**src/rtl/uart_pkg.sv**
```systemverilog
// Definitions shared by the UART transmitter and receiver.
package uart_pkg;

  localparam int unsigned UART_DATA_BITS  = 8;
  localparam int unsigned UART_OVERSAMPLE = 4;

  typedef enum logic [1:0] {
    StIdle  = 2'd0,
    StStart = 2'd1,
    StData  = 2'd2,
    StStop  = 2'd3
  } uart_state_e;

endpackage

```
**src/rtl/uart_xmt_fifo.sv**
```systemverilog
// Synchronous FIFO buffering bytes between the producer and the transmit FSM.
module uart_xmt_fifo #(
  parameter int unsigned DEPTH = 4,
  parameter int unsigned WIDTH = 8
) (
  input  logic                     clk,
  input  logic                     rst,
  input  logic                     push,
  input  logic [WIDTH-1:0]         wdata,
  input  logic                     pop,
  output logic [WIDTH-1:0]         rdata,
  output logic                     full,
  output logic                     empty,
  output logic [$clog2(DEPTH):0]   count
);

  localparam int unsigned PW = $clog2(DEPTH);
  localparam logic [PW:0] FullCnt = (PW + 1)'(DEPTH);

  logic [WIDTH-1:0] mem [DEPTH];
  logic [PW-1:0]    wptr_q, rptr_q;
  logic [PW:0]      count_q, count_d;
  logic             push_en, pop_en;

  assign full    = (count_q == FullCnt);
  assign empty   = (count_q == '0);
  assign count   = count_q;
  assign rdata   = mem[rptr_q];
  // A full FIFO refuses a push even when a pop frees a slot on the same edge.
  assign push_en = push && !full;
  assign pop_en  = pop && !empty;

  always_comb begin
    count_d = count_q;
    unique case ({push_en, pop_en})
      2'b10:   count_d = count_q + 1'b1;
      2'b01:   count_d = count_q - 1'b1;
      default: count_d = count_q;
    endcase
  end

  always_ff @(posedge clk) begin
    if (rst) begin
      wptr_q  <= '0;
      rptr_q  <= '0;
      count_q <= '0;
    end else begin
      if (push_en) wptr_q <= wptr_q + 1'b1;
      if (pop_en)  rptr_q <= rptr_q + 1'b1;
      count_q <= count_d;
    end
  end

  always_ff @(posedge clk) begin
    if (push_en) mem[wptr_q] <= wdata;
  end

endmodule

```
**src/rtl/uart_xmt.sv**
```systemverilog
// UART transmitter: 8N1 frames, MSB first, fed from a small FIFO.
module uart_xmt
  import uart_pkg::*;
#(
  parameter int unsigned CLKS_PER_BIT = UART_OVERSAMPLE,
  parameter int unsigned DEPTH        = 4
) (
  input  logic       clk,
  input  logic       rst,
  input  logic [7:0] tx_data,
  input  logic       tx_valid,
  output logic       tx_ready,
  output logic       txd,
  output logic       busy
);

  localparam int unsigned TW = $clog2(CLKS_PER_BIT);
  localparam int unsigned CW = $clog2(DEPTH) + 1;

  uart_state_e state_q, state_d;
  logic [TW-1:0] timer_q, timer_d;
  logic [2:0]    bit_idx_q, bit_idx_d;
  logic [7:0]    shift_q, shift_d;
  logic          txd_q, txd_d;
  logic          busy_q;
  logic          pop, bit_end;
  logic [7:0]    fifo_rdata;
  logic          fifo_full, fifo_empty;
  logic [CW-1:0] fifo_count;

  uart_xmt_fifo #(
    .DEPTH (DEPTH),
    .WIDTH (8)
  ) u_fifo (
    .clk   (clk),
    .rst   (rst),
    .push  (tx_valid),
    .wdata (tx_data),
    .pop   (pop),
    .rdata (fifo_rdata),
    .full  (fifo_full),
    .empty (fifo_empty),
    .count (fifo_count)
  );

  assign bit_end  = (timer_q == TW'(CLKS_PER_BIT - 1));
  assign tx_ready = !fifo_full;
  assign txd      = txd_q;
  assign busy     = busy_q;

  always_comb begin
    state_d   = state_q;
    bit_idx_d = bit_idx_q;
    shift_d   = shift_q;
    pop       = 1'b0;
    timer_d   = bit_end ? '0 : timer_q + 1'b1;
    unique case (state_q)
      StIdle: begin
        timer_d = '0;
        if (!fifo_empty) begin
          pop     = 1'b1;
          shift_d = fifo_rdata;
          state_d = StStart;
        end
      end
      StStart: begin
        if (bit_end) begin
          state_d   = StData;
          bit_idx_d = 3'(UART_DATA_BITS - 1);
        end
      end
      StData: begin
        if (bit_end) begin
          shift_d   = {shift_q[6:0], 1'b0};
          bit_idx_d = bit_idx_q - 1'b1;
          if (bit_idx_q == 3'd0) state_d = StStop;
        end
      end
      StStop: begin
        // Chaining straight into the next start bit keeps bursts gap-free.
        if (bit_end) begin
          if (!fifo_empty) begin
            pop     = 1'b1;
            shift_d = fifo_rdata;
            state_d = StStart;
          end else begin
            state_d = StIdle;
          end
        end
      end
      default: state_d = StIdle;
    endcase

    unique case (state_q)
      StStart: txd_d = 1'b0;
      StData:  txd_d = shift_q[7];
      default: txd_d = 1'b1;
    endcase
  end

  always_ff @(posedge clk) begin
    if (rst) begin
      state_q   <= StIdle;
      timer_q   <= '0;
      bit_idx_q <= '0;
      shift_q   <= '0;
      txd_q     <= 1'b1;
      busy_q    <= 1'b0;
    end else begin
      state_q   <= state_d;
      timer_q   <= timer_d;
      bit_idx_q <= bit_idx_d;
      shift_q   <= shift_d;
      txd_q     <= txd_d;
      busy_q    <= (state_q != StIdle) || (fifo_count != '0);
    end
  end

endmodule

```
**config.mk**
```make
export PLATFORM = sky130hd
export DESIGN_NAME = uart_xmt
export DESIGN_NICKNAME = d
export VERILOG_FILES = /design/src/rtl/uart_pkg.sv /design/src/rtl/uart_xmt_fifo.sv /design/src/rtl/uart_xmt.sv
export SDC_FILE = /design/constraint.sdc
export NUM_CORES = 1
export LEC_CHECK = 0
export ABC_AREA = 1
export CAP_MARGIN = 20
export CORE_ASPECT_RATIO = 1.25
export CORE_UTILIZATION = 50
export DETAILED_ROUTE_END_ITERATION = 8
export GPL_ROUTABILITY_DRIVEN = 0
export GPL_TIMING_DRIVEN = 1
export PLACE_DENSITY = 0.68
export SYNTH_ARGS = -nofsm -noshare
export SYNTH_HDL_FRONTEND = slang
export SYNTH_HIERARCHICAL = 1
export SYNTH_SLANG_ARGS = --single-unit
```
**constraint.sdc**
```tcl
create_clock -name clk -period 2.4 [get_ports clk]
set_input_delay 0.24 -clock clk [delete_from_list [all_inputs] [get_ports clk]]
set_output_delay 0.24 -clock clk [all_outputs]
set_load 0.005 [all_outputs]
```
==> summary.txt <==
Critical path
  • Crit Path Max Fanout: 3
  • WP data arrival: 2.44 ns
  • CP Launch Type: register
  • WP data required: 2.64 ns
  • Critical R2R Launch: state_q[0]
  • CP endpoint kind: register
  • Reg2reg setup slack: between 0.15 and 0.2 ns
  • Crit Path Category: reg2reg
  • RR Endpoint: u_fifo/count[2]
  • R2r worst-path depth: 16

Pwr
  • Peak VDD IR: 0.809 mV
  • Seq pwr share: 0.403
  • Sw frac: 0.334
  • Switching power: ~1.1 mW
  • Total power divided by cell area: between 1000 and 1500 mW/mm^2
  • Clock network power share: 0.311
  • Pleak: around 1.3 nW
  • Internal cell power: approximately 2.2 mW
  • Logic pwr share: 0.286

Global routing
  • GRT Resource Usage Total: 0.187
  • Largest net degree at the start of global routing: 17
  • First-pass GRT wire length: between 7000 and 8000 um
  • GR Util met2: 0.300
  • GRT overflow: 0
  • Number of global-route vias before repair: 1678
  • GRT busiest layer: met2
  • Met3 Resource Use GR: 0.0563
  • Initial antenna violation count: 0
  • M1 GR Usage: 0.225

Clocking
  • Clock sinks: 58
  • Cts repair resizes: 0
  • CTS buffer count: 9
  • Hold_buf cts: 0
  • Longest Clk Path Bufs: 2
  • Worst skew pair latency: ~0.34 ns
  • H-tree levels: 3
  • Root buffer cell: clkbuf_8
  • CTS tree: built
  • Setup bufs post-CTS: 0
  • Reg clk slew, reported paths: about 0.070 ns

Timing
  • RSZ-0062 raised after global routing: false
  • Final period util: 0.917
  • Post-layout minimum cycle time: about 2.2 ns
  • Fin. max-slew vios: 0
  • Fmax: between 400 and 500 MHz
  • Final hold vios: 0
  • Setup TNS: 0 ns
  • Setup Skew: around 0.0037 ns
  • Worst slew margin: 0.665
  • Final setup fails: 0
  • Worst setup margin: slightly below 0.2 ns
  • Worst-margin pin slew: roughly 0.5 ns

Finish
  • Ant. Diodes: 0
  • P&R area growth vs syn: 17.5%
  • Final Util: 0.607
  • Finished Layout Cells: between 300 and 400
  • Layout filler cell count: between 400 and 500
  • Most common cell after layout, fill and taps aside: nor2_1
  • Nets: about 330
  • Most frequent cells in the layout: nor2_1 (52), nand2_1 (48), inv_1 (34), edfxtp_1 (32), dfxtp_1 (25)
  • Share of post-route cells with drive strength above 1: 0.125
  • Final instance area: approximately 0.0031 mm^2

Synthesis
  • Register area share after synthesis: 0.569
  • Synthesis-stage register bit count: between 50 and 60
  • Synthesized area: approximately 0.0026 mm^2
  • Synth area leader: edfxtp_1
  • Post-Synthesis Cells: 280
  • Avg Cell Area, Syn: 9.30 um^2
  • Synth Net Count: 306
  • Share of the synthesized area in the top cell type: 0.369
  • Synth warnings: 6
  • Synth top area cells: edfxtp_1 (37%), dfxtp_1 (20%), nor2_1 (7.5%)
  • Netlist cell types: 24

Placement
  • Dpl hpwl: 3040 um
  • IO Port Bufs: 13
  • Pre-CTS setup slack: around 0.12 ns
  • Placed inst area: approximately 0.0028 mm^2
  • Cell count after placement: 357

Floorplan
  • I/O pins: 14
  • DIE AREA: 0.00550 mm^2
  • Initial Util: 0.516
  • Die height: 82.7 um
  • Die X-Extent: about 67 um
  • Core region area: 0.00504 mm^2
  • Rows: 29

Job
  • MaxCap Viol Count: 0

Routing
  • DRC Markers: 0
  • Drt pass-1 iters: 5
  • DR vias/cell: between 4 and 5
  • WL final: between 4000 and 5000 um
  • DRT iter0 DRCs: slightly below 100
  • Post-route ant nets: 0
  • Routed WL per cell: approximately 12 um
  • Via Count: between 1500 and 2000

Worst hold path
  • Hold_sp: timer_q[0]
  • Hold depth: 1
  • Min-Delay Endpoint: timer_q[0]
  • Worst Hold Class: reg2reg

Status
  • Outcome: finished clean
[cells in the mapped netlist]
| master | count |
|---|---|
| nor2_4 | 1 |
| edfxtp_1 | 32 |
| a21oi_2 | 1 |
| ha_1 | 14 |
| clkbuf_1 | 1 |
| nand2_2 | 4 |
| nand3_1 | 13 |
| nor2_1 | 52 |
| buf_2 | 1 |
| inv_1 | 35 |
| o21bai_1 | 1 |
| buf_6 | 3 |
| o22ai_1 | 8 |
| a21oi_1 | 10 |
| o21ai_1 | 1 |
| nand2_1 | 48 |
| fa_1 | 1 |
| inv_2 | 2 |
| nor3_1 | 2 |
| nand2_4 | 1 |
| o21ai_0 | 19 |
| dfxtp_1 | 26 |
| nor2_2 | 1 |
| o21ai_2 | 3 |
[final cells by class]
| cell class | count | area, um^2 | area share |
|---|---|---|---|
| clock buffer | 9 | 124 | 0.0405 |
| clock inverter | 7 | 101 | 0.0331 |
| inverter | 37 | 139 | 0.0454 |
| multi-input combinational | 180 | 955 | 0.312 |
| sequential | 58 | 1480 | 0.484 |
| tap | 62 | 77.6 | 0.0253 |
| timing repair buffer | 20 | 183 | 0.0597 |
[worst max-delay path by stage]
stage | startpoint | endpoint | cells past startpoint
3_3_place_gp | state_q[1] | u_fifo/count[2] | 16
5_1_grt | state_q[0] | u_fifo/count[2] | 16
4_1_cts | state_q[1] | u_fifo/count[2] | 16
2_1_floorplan | state_q[0] | u_fifo/count[2] | 16
3_5_place_dp | state_q[1] | u_fifo/count[2] | 16
6_report | state_q[0] | u_fifo/count[2] | 16
[logic make-up after synthesis]
group,share of synthesized area
fa+ha+maj,0.0749
flops,0.569
simple gates,0.194
compound gates,0.0932
buf+inv,0.0696
[layer usage]
metal / vias up / share of wire
met3: 9 / 0.043
met4: 0 / 0.021
li1: 963 / -
met2: 30 / 0.49
met1: 841 / 0.45
met5: - / 0
[through the flow]
step | hold slack (ns) | total power [mW]
2_1_floorplan | 0.302 | 2.05
5_1_grt | 0.477 | 3.49
3_5_place_dp | 0.439 | 2.24
3_3_place_gp | 0.432 | 2.21
6_report | 0.454 | 3.26
4_1_cts | 0.455 | 3.25
[flip-flops by register name (all words and copies together), names as in the netlist, named ones only]
| register | flops |
|---|---|
| u_fifo/mem | 32 |
| shift_q | 8 |
| bit_idx_q | 3 |
| u_fifo/count | 3 |
| state_q | 2 |
| timer_q | 2 |
| u_fifo/rptr_q | 2 |
| u_fifo/wptr_q | 2 |
| busy | 1 |
| txd | 1 |
[power groups by stage]
stage	clock network [mW]	logic, mW	registers, mW
after floorplan	0	0.732	1.32
after global placement	0	0.887	1.33
after detailed placement	0	0.906	1.33
after CTS	1.03	0.911	1.31
after global routing	1.07	1.08	1.34
final	1.01	0.933	1.31
[worst max-delay path, cell delays in order, from the launching register on]
cell and delay, ns:
dfxtp_1 0.31, inv_1 0.14, ha_4 0.23, nor3_1 0.15, o21ai_0 0.10, inv_1 0.09, nand2_1 0.07, inv_1 0.07
ha_1 0.16, inv_1 0.06, fa_1 0.39, inv_1 0.07, nand2_1 0.05, nand3_1 0.08, nand2_1 0.05, nand2_1 0.05
nor2_1 0.03
Note: power is estimated with default switching activity, not from simulation.
